$ cat src/rtl/cpu_pkg.sv
// Shared CPU definitions: T-cycle phase constants, default bus widths,
// the NOP opcode and the program-counter source selector.
package cpu_pkg;

    localparam int ADDR_W_DEFAULT = 16;
    localparam int DATA_W_DEFAULT = 8;

    localparam logic [1:0] T_COMPLETE = 2'd0;
    localparam logic [1:0] T_ADVANCE  = 2'd1;
    localparam logic [1:0] T_CAPTURE  = 2'd2;

    localparam logic [7:0] NOP_OPCODE = 8'h00;

    typedef enum logic [1:0] {
        PC_INC  = 2'd0,
        PC_JUMP = 2'd1,
        PC_REL  = 2'd2,
        PC_HOLD = 2'd3
    } pc_next_e;

endpackage

$ cat src/rtl/cpu_bus_watchdog.sv
// Counts clocks spent stalled on the bus and flags a forced completion
// once the count reaches STALL_LIMIT (STALL_LIMIT of 0 disables the timeout).
module cpu_bus_watchdog
    import cpu_pkg::*;
#(
    parameter int STALL_LIMIT = 255
) (
    input  logic clk,
    input  logic reset,
    input  logic clear,
    input  logic enable,
    output logic timeout
);

    localparam int CNT_W = (STALL_LIMIT == 0) ? 1 : $clog2(STALL_LIMIT + 1);
    localparam logic [CNT_W-1:0] LIMIT   = CNT_W'(STALL_LIMIT);
    localparam logic [CNT_W-1:0] CNT_MAX = {CNT_W{1'b1}};

    logic [CNT_W-1:0] count;

    assign timeout = (STALL_LIMIT != 0) && enable && (count == LIMIT);

    // Saturates rather than wrapping so a disabled watchdog can stall forever.
    always_ff @(posedge clk) begin
        if (reset || clear || timeout) begin
            count <= '0;
        end else if (enable && (count != CNT_MAX)) begin
            count <= count + CNT_W'(1);
        end
    end

endmodule

$ cat src/rtl/cpu_bus_sequencer.sv
// T-cycle sequencer and external bus master: one access per M-cycle
// (capture at t2, strobes through t3/t0, complete at t0), with stall and timeout.
module cpu_bus_sequencer
    import cpu_pkg::*;
#(
    parameter int                ADDR_W      = ADDR_W_DEFAULT,
    parameter int                DATA_W      = DATA_W_DEFAULT,
    parameter int                STALL_LIMIT = 255,
    parameter logic [DATA_W-1:0] RESET_IR    = DATA_W'(NOP_OPCODE)
) (
    input  logic              clk,
    input  logic              reset,
    input  logic              mem_enable,
    input  logic              mem_write,
    input  logic              inst_load,
    input  logic [ADDR_W-1:0] mem_addr,
    input  logic [DATA_W-1:0] mem_wdata,
    output logic [1:0]        t_cycle,
    output logic              stall,
    output logic [DATA_W-1:0] instruction_register,
    output logic [DATA_W-1:0] mem_rdata,
    output logic [ADDR_W-1:0] bus_addr,
    output logic [DATA_W-1:0] bus_wdata,
    output logic              bus_rd,
    output logic              bus_wr,
    input  logic [DATA_W-1:0] bus_rdata,
    input  logic              bus_ready,
    output logic              bus_timeout
);

    logic              ld_ir;
    logic              access_at_t0;
    logic              stall_raw;
    logic              timeout;
    logic              complete;
    logic [DATA_W-1:0] read_value;

    // bus_ready only matters while an access is waiting in its completion phase.
    assign access_at_t0 = (bus_rd || bus_wr) && (t_cycle == T_COMPLETE);
    assign stall_raw    = access_at_t0 && !bus_ready;
    assign stall        = stall_raw && !timeout;
    assign complete     = access_at_t0 && (bus_ready || timeout);
    assign read_value   = timeout ? {DATA_W{1'b1}} : bus_rdata;

    cpu_bus_watchdog #(
        .STALL_LIMIT(STALL_LIMIT)
    ) u_watchdog (
        .clk    (clk),
        .reset  (reset),
        .clear  (complete),
        .enable (stall_raw),
        .timeout(timeout)
    );

    always_ff @(posedge clk) begin
        if (reset) begin
            t_cycle              <= T_COMPLETE;
            bus_rd               <= 1'b0;
            bus_wr               <= 1'b0;
            bus_addr             <= '0;
            bus_wdata            <= '0;
            mem_rdata            <= '0;
            instruction_register <= RESET_IR;
            ld_ir                <= 1'b0;
            bus_timeout          <= 1'b0;
        end else begin
            bus_timeout <= timeout;

            if (!stall) begin
                t_cycle <= t_cycle + 2'd1;
            end

            // Control outputs are settled by t2, so the access is latched here.
            if (t_cycle == T_CAPTURE) begin
                bus_rd <= mem_enable && !mem_write;
                bus_wr <= mem_enable && mem_write;
                ld_ir  <= inst_load;
                if (mem_enable) begin
                    bus_addr  <= mem_addr;
                    bus_wdata <= mem_wdata;
                end
            end

            if (complete) begin
                bus_rd <= 1'b0;
                bus_wr <= 1'b0;
                if (bus_rd) begin
                    mem_rdata <= read_value;
                    if (ld_ir) begin
                        instruction_register <= read_value;
                    end
                end
            end
        end
    end

endmodule

$ cat config.mk
export PLATFORM = sky130hd
export DESIGN_NAME = cpu_bus_sequencer
export DESIGN_NICKNAME = d
export VERILOG_FILES = /design/src/rtl/cpu_pkg.sv /design/src/rtl/cpu_bus_watchdog.sv /design/src/rtl/cpu_bus_sequencer.sv
export SDC_FILE = /design/constraint.sdc
export NUM_CORES = 1
export LEC_CHECK = 0
export ABC_AREA = 1
export BUFFER_PORTS_ARGS = -buffer_cell sky130_fd_sc_hd__buf_2
export CAP_MARGIN = 20
export CORE_ASPECT_RATIO = 0.8
export CORE_MARGIN = 3
export CORE_UTILIZATION = 45
export CTS_BUF_LIST = sky130_fd_sc_hd__clkbuf_8
export CTS_CLUSTER_SIZE = 8
export DETAILED_ROUTE_END_ITERATION = 8
export HOLD_SLACK_MARGIN = 0.1
export PLACE_DENSITY = 0.86
export REMOVE_ABC_BUFFERS = 1
export SYNTH_ARGS = -nofsm -noshare
export SYNTH_HDL_FRONTEND = slang
export SYNTH_SLANG_ARGS = --single-unit
export TNS_END_PERCENT = 20
$ cat constraint.sdc
create_clock -name clk -period 1.3 [get_ports clk]
set_input_delay 0.26 -clock clk [delete_from_list [all_inputs] [get_ports clk]]
set_output_delay 0.26 -clock clk [all_outputs]
set_load 0.01 [all_outputs]
======== Word-level counts from Yosys, hierarchy flattened ========
Cells that the tools add are included.
word-level totals
  logic and storage cells ................. 36
  bits of input ports ..................... 38
  bits in registers ....................... 54
  bits in read-only memories .............. 0
  memory bits (writable) .................. 0
  memories ................................ 0
  latch bits .............................. 0
cells by class
  divide/modulo/power cells ............... 0
  order comparisons ....................... 0
  reductions and logical operators ........ 20
  bitwise logic cells ..................... 0
  equality and inequality tests ........... 3
  multiply operators ...................... 0
  multiplexer cells ....................... 1
  shift operators ......................... 0
  $add $sub $neg .......................... 2
operators with widths
  operator               number
  $add A8 B1 Y8 const B  1
  $eq A8 B8 Y1 const B   1
  $logic_and A1 B1 Y1    8
  $mux W8                1
  $ne A8 B8 Y1 const B   1
  $logic_or A1 B1 Y1     4
  $reduce_and A2 Y1      2
  $logic_not A1 Y1       3
  $reduce_and A3 Y1      1
  $add A2 B1 Y2 const B  1
  $eq A2 B2 Y1 const B   1
  $logic_not A2 Y1       1
  $reduce_or A2 Y1       1

======== Logic depth before layout (Yosys ltp) ========
Gate-level depths: netlist of the first run.
  word-level depth ........................ 8
  mapped depth ............................ 9
  depth with buffers taken out ............ 9

======== Modules after synthesis ========
A second synthesis of the first run with hierarchy kept.
second synthesis, totals
  cell total of the unflattened synthesis .. 356
  area, all modules ....................... 2529.9 um2
modules (own cells, without submodules)
  module             instances  cells an instance  seq. area each (um2)  area each (um2)
  cpu_bus_sequencer  1          281                920.9                 2028.2
  cpu_bus_watchdog   1          75                 160.2                 501.7

======== Least setup slack after synthesis of the first run ========
No wires, ideal clock.
  path kind ............................... flip-flop to flip-flop
  start point ............................. reg t_cycle[0]
  end point ............................... reg instruction_register[0]
  library setup time ...................... 0.070 ns
  buffers on the path ..................... 1
  arrival time ............................ 1.344 ns
  slack ................................... -0.114 ns
  cell stages (with the launch flop) ...... 9
  data required time ...................... 1.230 ns
  path through ............................ dfxtp_1 inv_1 ha_1 o21ai_1 inv_2 buf_2 nand3b_2 nand2_1 a21oi_1
between the ends
  longest elaborated chain between the ends .. 7
RTL lines
  item                                RTL line                 source
  from (decl)                         cpu_bus_sequencer.sv:18  output logic [1:0] t_cycle,
  from (signal assigned)              cpu_bus_sequencer.sv:70  t_cycle <= t_cycle + 2'd1;
  $logic_not A2 Y1 (*)                cpu_bus_sequencer.sv:39  assign access_at_t0 = (bus_rd || bus_wr) && (t_cycle == T_COMPLETE);
  $logic_and A1 B1 Y1 (*)             cpu_bus_sequencer.sv:39
  $logic_and A1 B1 Y1                 cpu_bus_sequencer.sv:40  assign stall_raw = access_at_t0 && !bus_ready;
  $logic_and A1 B1 Y1                 cpu_bus_watchdog.sv:21   assign timeout = (STALL_LIMIT != 0) && enable && (count == LIMIT);
  $logic_or A1 B1 Y1                  cpu_bus_sequencer.sv:42  assign complete = access_at_t0 && (bus_ready || timeout);
  $logic_and A1 B1 Y1                 cpu_bus_sequencer.sv:42
  $reduce_and A3 Y1 (no source line)  n/a
  to (signal assigned)                cpu_bus_sequencer.sv:90  instruction_register <= read_value;
  to (decl)                           cpu_bus_sequencer.sv:20  output logic [DATA_W-1:0] instruction_register,
Mark *: on every way between the ends. The rest lies on a longest branch, timed or not.
A chain may end at the register's enable or synchronous reset.

======== Worst setup path after layout of the first run ========
  start point ............................. reg u_watchdog.count[1]
  end point ............................... out stall
between the ends
  longest elaborated chain between the ends .. 4
RTL lines
  item                    RTL line                 source
  from (decl)             cpu_bus_watchdog.sv:19   logic [CNT_W-1:0] count;
  from (signal assigned)  cpu_bus_watchdog.sv:28   count <= count + CNT_W'(1);
  $eq A8 B8 Y1            cpu_bus_watchdog.sv:21
  $logic_and A1 B1 Y1     cpu_bus_watchdog.sv:21
  $logic_not A1 Y1        cpu_bus_sequencer.sv:41  assign stall = stall_raw && !timeout;
  $logic_and A1 B1 Y1     cpu_bus_sequencer.sv:41
  to (decl)               cpu_bus_sequencer.sv:19  output logic stall,
Every way passes these cells.

==> results of run 1 <==
## cell type report
| cell class | instances | area (µm²) |
|---|---|---|
| fillers | 405 | 1500 |
| multi-input cells | 201 | 1140 |
| flip-flops and latches | 54 | 1090 |
| repair buffers | 110 | 656 |
| inverters | 31 | 124 |
| well taps | 60 | 75.1 |
| clock buffers | 5 | 68.8 |
| clock inverters | 3 | 21.3 |
| repair inverters | 1 | 8.76 |
## worst max path at each step
| stage | to | slack [ps] |
|---|---|---|
| 6_report | stall | -260 |
| 5_1_grt | stall | -340 |
| 4_1_cts | stall | -270 |
| 3_5_place_dp | instruction_register[2]$_SDFFE_PP0P_ | -110 |
| 3_3_place_gp | instruction_register[4]$_SDFFE_PP0P_ | -40 |
| 2_1_floorplan | bus_addr[0]$_SDFFE_PP0P_ | -260 |
## what timing repair did
item / in CTS / in global routing
buffers inserted: 6 / 4
setup endpoints to repair: 34 / 56
gates resized for setup: 24 / 39
cloned: 0 / 1
pin swaps: 6 / 8
## cells by family (layout without fill, tap and decap cells)
kind of cell / Yosys count / after routing / share of synthesized area
DFF: 54 / 54 / 0.486
AOI/OAI and AO/OA: 56 / 56 / 0.126
buffers and inverters: 42 / 150 / 0.0725
adders and majority gates: 3 / 3 / 0.0169
and+or+nand+nor: 139 / 139 / 0.287
xor gates and xnor gates: 3 / 3 / 0.0118
## sequential cells by signal (all words and copies together) (netlist names), 2 cells and up
register and cells:
t_cycle 2, instruction_register 8, u_watchdog.count 8, bus_addr 16, bus_wdata 8, mem_rdata 8
## Yosys cell counts (all sizes together)
library cell,n
a21oi,27
nand4,10
nand3b,2
dfxtp,54
nand3,3
ha,3
xor2,2
clkbuf,8
o21ai,29
buf,3
xnor2,1
clkinv,1
nand2,63
nor2,61
inv,30
## metrics by stage
stage	std cells	hold WS (ps)	worst slack, ps
CTS	461	159	-266
finish	465	168	-256
global route	465	179	-335
global placement	447	430	-39.4
floorplan	286	329	-255
detailed placement	447	435	-111
## power groups by stage
stage	registers (mW)	logic [mW]	clock network, mW
after floorplan	1.82	0.171	0
after global placement	1.79	0.392	0
after detailed placement	1.79	0.400	0
after CTS	1.76	0.441	0.969
after global routing	1.77	0.554	1.05
final	1.76	0.497	0.962
## metal layers
| layer | vias to the layer above | routed length (µm) | part of all wire |
|---|---|---|---|
| met5 | - | 0 | 0 |
| met4 | 0 | 51 | 0.0087 |
| met3 | 6 | 406 | 0.069 |
| met2 | 61 | 2890 | 0.49 |
| met1 | 1028 | 2540 | 0.43 |
| li1 | 1162 | - | - |
## critical path, cell delays in order (launching register included)
cell and delay [ps]:
dfxtp_2 360, ha_4 150, nand2_4 60, nor2_4 110
nand2_4 70, nand2_4 80, inv_4 40, buf_6 110
==> flow_summary.toml, run 1 <==
[power_and_ir_drop]
p_per_area_nw_per_um2 = 1010
power_frac_comb = 0.155
p_total_mw = 3.22
static-leakage-power_nw = 1.51
pwr-share-seq = 0.546
clockPowerShare = 0.299
ir_drop_uv = 767
switching_share = 0.278
p_sw_uw = 895
internal_power_mw = 2.32

[setup_path]
crit_path_end_kind = "primary output"
crit_type = "flop to primary output"
arrival_ps = 1300
worstReg2RegEnd = "instruction_register[7]$_SDFFE_PP0P_"
crit_path_start = "u_watchdog.count[1]$_SDFFE_PP0P_"
cp_data_required_time_ps = 1040
r2r_setup_slack_ps = -180
crit_path_max_fanout = 2
start_kind = "flop"
timing.rr.start = "u_watchdog.count[1]$_SDFFE_PP0P_"
reg2reg_depth = 10

[finish]
final_util = 0.680
area_growth_pct = 43.1
layout-drive-gt1-share = 0.395
final_cell_mix = "82 x buf_2, 55 x nor2_1, 53 x nand2_1"
final_common_cell = "buf_2"
num_antenna_cells = 0
layout.nets = 445
design_area_um2 = 3180

[cts]
cts_tree = "built"
postCtsHoldBufs = 0
clk_pin_slew_ps = 100
clkLatencyLatePin_ps = 320
htreeDepth = 2
clock_sinks = 54
cts-root-buf = "clkbuf_8"
cts_buffer_depth = 2
cts_buffers = 5

[placement]
io_buffers = 83
gp_congestion = 0.780
hpwl_um = 4120
place_area_um2 = 2810

[grt]
grt.overflow.total = 0
globalRouteMet1Util = 0.241
grt-busiest-layer = "met2"
grt_pass1_wl_um = 9440
grt_pass1_vias = 2121
track_usage = 0.205
met3_usage = 0.0689
grt.met2_usage = 0.367
grt_max_degree = 28
antenna_found_initial = 0

[timing]
tightestPinTransition_ps = 301
slew_violations = 0
fin_skew_ps = 8.32
timing.slew.headroom = 0.799
min_period_ps = 1560
max_freq_ghz = 0.643
setup_viol = 21
finalWorstSetupSlack_ps = -256
hold_viol_final = 0
tns_ps = -1960
min_period_over_period = 1.20
rsz0062_at_grt = "true"

[synth]
synthCells = 297
synth_top_area_frac = 0.486
synthTopCellsByArea = "dfxtp_1 49%, nor2_1 9.6%, nand2_1 9.4%"
synth_top_cell_by_area = "dfxtp_1"
ys_types = 24
yosysSeqAreaShare = 0.486
syn_avg_cell_area_um2 = 7.49
yosys_warnings = 0
syn_area_um2 = 2220
ys_ff_latch = 54

[floorplanning]
initial_core_util = 0.475
row_count = 22
fp.dieH_um = 68.9
num_io_pins = 84
coreArea_um2 = 4680
die_x_um = 84.6
dieArea_um2 = 5830

[routing]
vias = 2257
wl_per_cell_um = 12.7
dr.pass1.iters = 4
drc_errors = 0
final_antenna_net_count = 0
viasPerCell = 4.85
wl_um = 5890
drt_iter0_markers = 127

[worst_hold_path]
hold_end = "bus_addr[0]$_SDFFE_PP0P_"
holdCritPathClass = "primary input to flop"
min-delay-start = "mem_addr[0]"
min_path_cells = 3

[flow_run]
drv_cap = 0

[outcome]
failed_checks = "negative setup slack"
status = "finished, violations left"
Note: power is estimated with default switching activity, not from simulation.
==> run 2: changes to the inputs <==
--- a/config.mk
+++ b/config.mk
@@ -10,13 +10,14 @@
 export CAP_MARGIN = 20
 export CORE_ASPECT_RATIO = 0.8
 export CORE_MARGIN = 3
-export CORE_UTILIZATION = 45
+export CORE_UTILIZATION = 30
 export CTS_BUF_LIST = sky130_fd_sc_hd__clkbuf_8
 export CTS_CLUSTER_SIZE = 8
 export DETAILED_ROUTE_END_ITERATION = 8
 export HOLD_SLACK_MARGIN = 0.1
-export PLACE_DENSITY = 0.86
+export PLACE_DENSITY = 0.64
 export REMOVE_ABC_BUFFERS = 1
+export SETUP_SLACK_MARGIN = 0.02
 export SYNTH_ARGS = -nofsm -noshare
 export SYNTH_HDL_FRONTEND = slang
 export SYNTH_SLANG_ARGS = --single-unit
==> flow_summary.toml, run 2 (synthesized netlist as in run 1, its figures left out) <==
[finish]
num_antenna_cells = 0
final_common_cell = "buf_2"
design_area_um2 = 3300
nFillCells = 735
final_cell_mix = "81 x buf_2, 56 x nor2_1, 51 x nand2_1"
fin_cells = 500
layout.nets = 453
largest_reg_flops = 16
regMostFlops = "bus_addr"
seqCellArea_um2 = 1090
multi_input_area_um2 = 1150
area_growth_pct = 48.3
layout-drive-gt1-share = 0.409

[routing]
wl_per_cell_um = 12.0
dr.pass1.iters = 4
final_antenna_net_count = 0
drt_iter0_markers = 52
drc_errors = 0
routed-wl-met3_um = 386
viasPerCell = 4.50
dr_wl_met2_um = 2720
wl_met1_um = 2830
vias = 2252
top_layer_used = "met4"
wl_um = 6000

[grt]
track_usage = 0.139
grt_max_degree = 26
antenna_found_initial = 0
grt.overflow.total = 0
grt_pass1_vias = 2165
grt_pass1_wl_um = 9680

[flow_run]
drv_cap = 0

[power_and_ir_drop]
p_sw_uw = 865
ir_drop_uv = 571
power_frac_comb = 0.160
clockPowerShare = 0.302
pwr-share-seq = 0.538
switching_share = 0.265
static-leakage-power_nw = 1.58
internal_power_mw = 2.39
p_per_area_nw_per_um2 = 987

[floorplanning]
fp.dieH_um = 83.0
dieArea_um2 = 8490
initial_core_util = 0.317
coreArea_um2 = 7030
die_x_um = 102
row_count = 27
num_io_pins = 84

[placement]
place_area_um2 = 2870
gp_congestion = 0.796
io_buffers = 83
place_inst = 478
hpwl_um = 4370

[setup_path]
cp_data_required_time_ps = 1040
cp_slowest_cell = "dfxtp_2"
cp_common_cell = "nand2_4"
arrival_ps = 1280
start_kind = "flop"
max_stage_delay_ps = 360
crit_path_end_kind = "primary output"
reg2reg_depth = 10
crit_path_max_fanout = 2
path_cells = "ha_4, nand2_4, nor2_4, nand2_4, nand2_4, inv_4, buf_6"
path_buf_inv = 2
cp.depth = 7
crit_type = "flop to primary output"
crit_family = "flip-flops"

[outcome]
failed_checks = "negative setup slack"
status = "finished, violations left"

[timing]
fin_skew_ps = 8.12
tightestPinTransition_ps = 387
min_period_over_period = 1.18
rsz0062_at_grt = "true"
slew_violations = 0
timing.slew.headroom = 0.740
min_period_ps = 1540
setup_viol = 29
hold_viol_final = 0
finalWorstSetupSlack_ps = -240
max_freq_ghz = 0.649

[cts]
clk_pin_slew_ps = 100
cts_tree = "built"
cts_buffer_depth = 2
cts_buffers = 5
clkLatencyLatePin_ps = 300
cts-root-buf = "clkbuf_8"
clock_sinks = 54
htreeDepth = 2

[worst_hold_path]
holdCritPathClass = "primary input to flop"
min_path_cells = 3
==> run 2: timing repair <==
item / CTS / global route
hold buffers: 0 / 0
pin swaps: 6 / 7
resized for setup: 34 / 33
setup buffers: 9 / 4
gates cloned: 0 / 1
endpoints found under the setup margin: 55 / 56
==> run 2: worst register-to-register path: cells and delay by family, from the launching register on <==
| family | cells | cell delay [ps] |
|---|---|---|
| AOI/OAI and AO/OA | 1 | 120 |
| and+or+nand+nor | 7 | 650 |
| DFF | 1 | 360 |
| buffers and inverters | 1 | 160 |
| adders and majority gates | 1 | 150 |
==> run 2: final timing paths <==
check                                              end  slack (ps)                              from
hold / removal               bus_addr[12]$_SDFFE_PP0P_         190                      mem_addr[12]
hold reg to reg              mem_rdata[7]$_SDFFE_PP0P_         450         mem_rdata[7]$_SDFFE_PP0P_
setup / recovery                                 stall        -240  u_watchdog.count[1]$_SDFFE_PP0P_
setup reg to reg  instruction_register[5]$_SDFFE_PP0P_        -210  u_watchdog.count[1]$_SDFFE_PP0P_
==> run 2: per-layer routing <==
metal  vias to the layer above  track usage
li1                       1175            -
met1                      1011        0.181
met2                        58        0.227
met3                         8       0.0420
met4                         0       0.0322
met5                         -            0
==> run 2: final cells by class <==
cell class | instances | share of cell area
multi-input combinational | 202 | 0.348
sequential | 54 | 0.330
timing repair buffer | 118 | 0.222
inverter | 31 | 0.0375
tap | 87 | 0.0330
clock buffer | 6 | 0.0250
clock inverter | 2 | 0.00379
==> run 2: power groups by stage <==
stage	logic [mW]	clock network [mW]	registers (mW)
final	0.520	0.984	1.75
after global routing	0.577	1.10	1.76
after CTS	0.493	1.03	1.76
after detailed placement	0.419	0	1.79
after global placement	0.413	0	1.79
after floorplan	0.171	0	1.82
==> run 2: through the flow <==
step	total power, mW	setup slack [ps]	utilization	TNS (ps)	hold slack, ps
after floorplan	1.99	-255	-	-7340	329
after global placement	2.20	-48.3	0.408	-615	433
after detailed placement	2.21	-126	0.408	-1710	439
after CTS	3.28	-253	0.452	-3660	191
after global routing	3.45	-326	0.470	-6520	202
final	3.26	-240	0.470	-3990	189
==> run 3: changes to the inputs <==
--- a/config.mk
+++ b/config.mk
@@ -15,7 +15,7 @@
 export CTS_CLUSTER_SIZE = 8
 export DETAILED_ROUTE_END_ITERATION = 8
 export HOLD_SLACK_MARGIN = 0.1
-export PLACE_DENSITY = 0.64
+export PLACE_DENSITY = 0.62
 export REMOVE_ABC_BUFFERS = 1
 export SETUP_SLACK_MARGIN = 0.02
 export SYNTH_ARGS = -nofsm -noshare
==> constraint.sdc (replaced) <==
create_clock -name clk -period 1.5 [get_ports clk]
set_input_delay 0.3 -clock clk [delete_from_list [all_inputs] [get_ports clk]]
set_output_delay 0.3 -clock clk [all_outputs]
set_load 0.01 [all_outputs]
==> flow_summary.toml, run 3 (synthesized netlist as in run 1, its figures left out) <==
[outcome]
status = "finished, violations left"
failed_checks = "negative setup slack"

[finish]
layout.nets = 433
num_antenna_cells = 0
fin_cells = 479
final_util = 0.434
final_cell_mix = "82 x buf_2, 57 x nor2_1, 51 x nand2_1"
largest_reg_flops = 16
seqCellArea_um2 = 1090
final_common_cell = "buf_2"
nFillCells = 761
regMostFlops = "bus_addr"
layout-drive-gt1-share = 0.362
multi_input_area_um2 = 1090
area_growth_pct = 37.0

[routing]
vias = 2164
top_layer_used = "met4"
routed-wl-met3_um = 419
viasPerCell = 4.52
wl_met1_um = 2680
dr.pass1.iters = 4
dr_wl_met2_um = 2510
wl_per_cell_um = 11.8
final_antenna_net_count = 0
drc_errors = 0
wl_um = 5650
drt_iter0_markers = 80

[timing]
min_period_ps = 1580
slew_violations = 0
tightestPinTransition_ps = 271
whs_ps = 213
finalWorstSetupSlack_ps = -76.9
max_freq_ghz = 0.634
fin_skew_ps = 10.2
setup_viol = 1
tns_ps = -76.9
hold_viol_final = 0
rsz0062_at_grt = "true"
min_period_over_period = 1.05
timing.slew.headroom = 0.820

[floorplanning]
num_io_pins = 84
initial_core_util = 0.317
die_x_um = 102
fp.dieH_um = 83.0
dieArea_um2 = 8490
coreArea_um2 = 7030
row_count = 27

[placement]
pre_cts_ws_ps = -21.6
place_inst = 465
gp_congestion = 0.763
io_buffers = 83
hpwl_um = 4070

[worst_hold_path]
hold_end = "ld_ir$_SDFFE_PP0N_"
holdCritPathClass = "primary input to flop"
min_path_cells = 3
min-delay-start = "inst_load"

[grt]
grt_max_degree = 26
grt_pass1_vias = 2075
track_usage = 0.136
grt.overflow.total = 0
antenna_found_initial = 0
grt_pass1_wl_um = 9490

[setup_path]
worstReg2RegEnd = "instruction_register[3]$_SDFFE_PP0P_"
arrival_ps = 1280
crit_path_max_fanout = 3
crit_type = "flop to primary output"
reg2reg_depth = 10
crit_path_end_kind = "primary output"
r2r_setup_slack_ps = 60
timing.rr.start = "u_watchdog.count[0]$_SDFFE_PP0P_"
cp_data_required_time_ps = 1200
start_kind = "flop"

[cts]
clk_pin_slew_ps = 100
htreeDepth = 2
cts_tree = "built"
cts_buffers = 5
postCtsHoldBufs = 0
cts-root-buf = "clkbuf_8"
clkLatencyLatePin_ps = 300
cts_buffer_depth = 2
clock_sinks = 54

[power_and_ir_drop]
p_per_area_nw_per_um2 = 879
static-leakage-power_nw = 1.45
ir_drop_uv = 306

[flow_run]
drv_cap = 0
==> run 3: changes by cell type in the layout (fill, tap and decap cells not counted), moves of 2 or more <==
cell | previous run | this run
a21oi_1 | 20 | 22
a21oi_2 | 7 | 5
buf_4 | 27 | 14
buf_6 | 8 | 2
nand2_2 | 5 | 7
nand2_8 | 4 | 2
o21ai_0 | 12 | 26
o21ai_1 | 15 | 2
==> run 3: final cells by class <==
type                            instances  share of cell area
Multi-Input combinational cell        201               0.356
Tap cell                               87              0.0357
Timing Repair Buffer                   99               0.183
Clock buffer                            5              0.0226
Sequential cell                        54               0.357
Inverter                               31              0.0415
Clock inverter                          2             0.00329
==> run 3: metrics by stage <==
| step | power, mW | instance area (µm²) |
|---|---|---|
| after detailed placement | 1.90 | 2780 |
| after floorplan | 1.73 | 2180 |
| after global routing | 2.83 | 3050 |
| after global placement | 1.89 | 2780 |
| final | 2.68 | 3050 |
| after CTS | 2.72 | 2980 |
==> run 3: critical path: stages (launching register included) <==
cell	delay, ps
dfxtp_2	340
inv_2	80
ha_4	140
o21ai_4	60
nor2_4	120
nand2_4	80
inv_6	60
buf_6	90
==> run 3: repair_timing <==
item / CTS / global route
buffers inserted: 7 / 0
cloned: 0 / 0
setup endpoints to repair: 2 / 26
pin swaps: 5 / 5
resized for setup: 18 / 17
==> run 3: worst max path at each step <==
stage / from / endpoint / cells after the start
finish: t_cycle[1]$_SDFFE_PP0N_ / stall / 7
global route: t_cycle[1]$_SDFFE_PP0N_ / stall / 7
floorplan: t_cycle[0]$_SDFFE_PP0N_ / bus_addr[0]$_SDFFE_PP0P_ / 6
global placement: t_cycle[1]$_SDFFE_PP0N_ / stall / 7
CTS: t_cycle[1]$_SDFFE_PP0N_ / stall / 7
detailed placement: t_cycle[1]$_SDFFE_PP0N_ / stall / 7
==> run 3: layer usage <==
layer  GRT usage  vias up
met1       0.178      976
met5           0        -
li1            -     1123
met3      0.0479        6
met4      0.0298        0
met2       0.215       59
==> run 3: where the power goes <==
group	leakage [nW]	internal (mW)	switching [mW]
combinational	0.969	0.166	0.222
clock	0.0438	0.315	0.457
sequential	0.439	1.49	0.0284
total	1.45	1.97	0.707
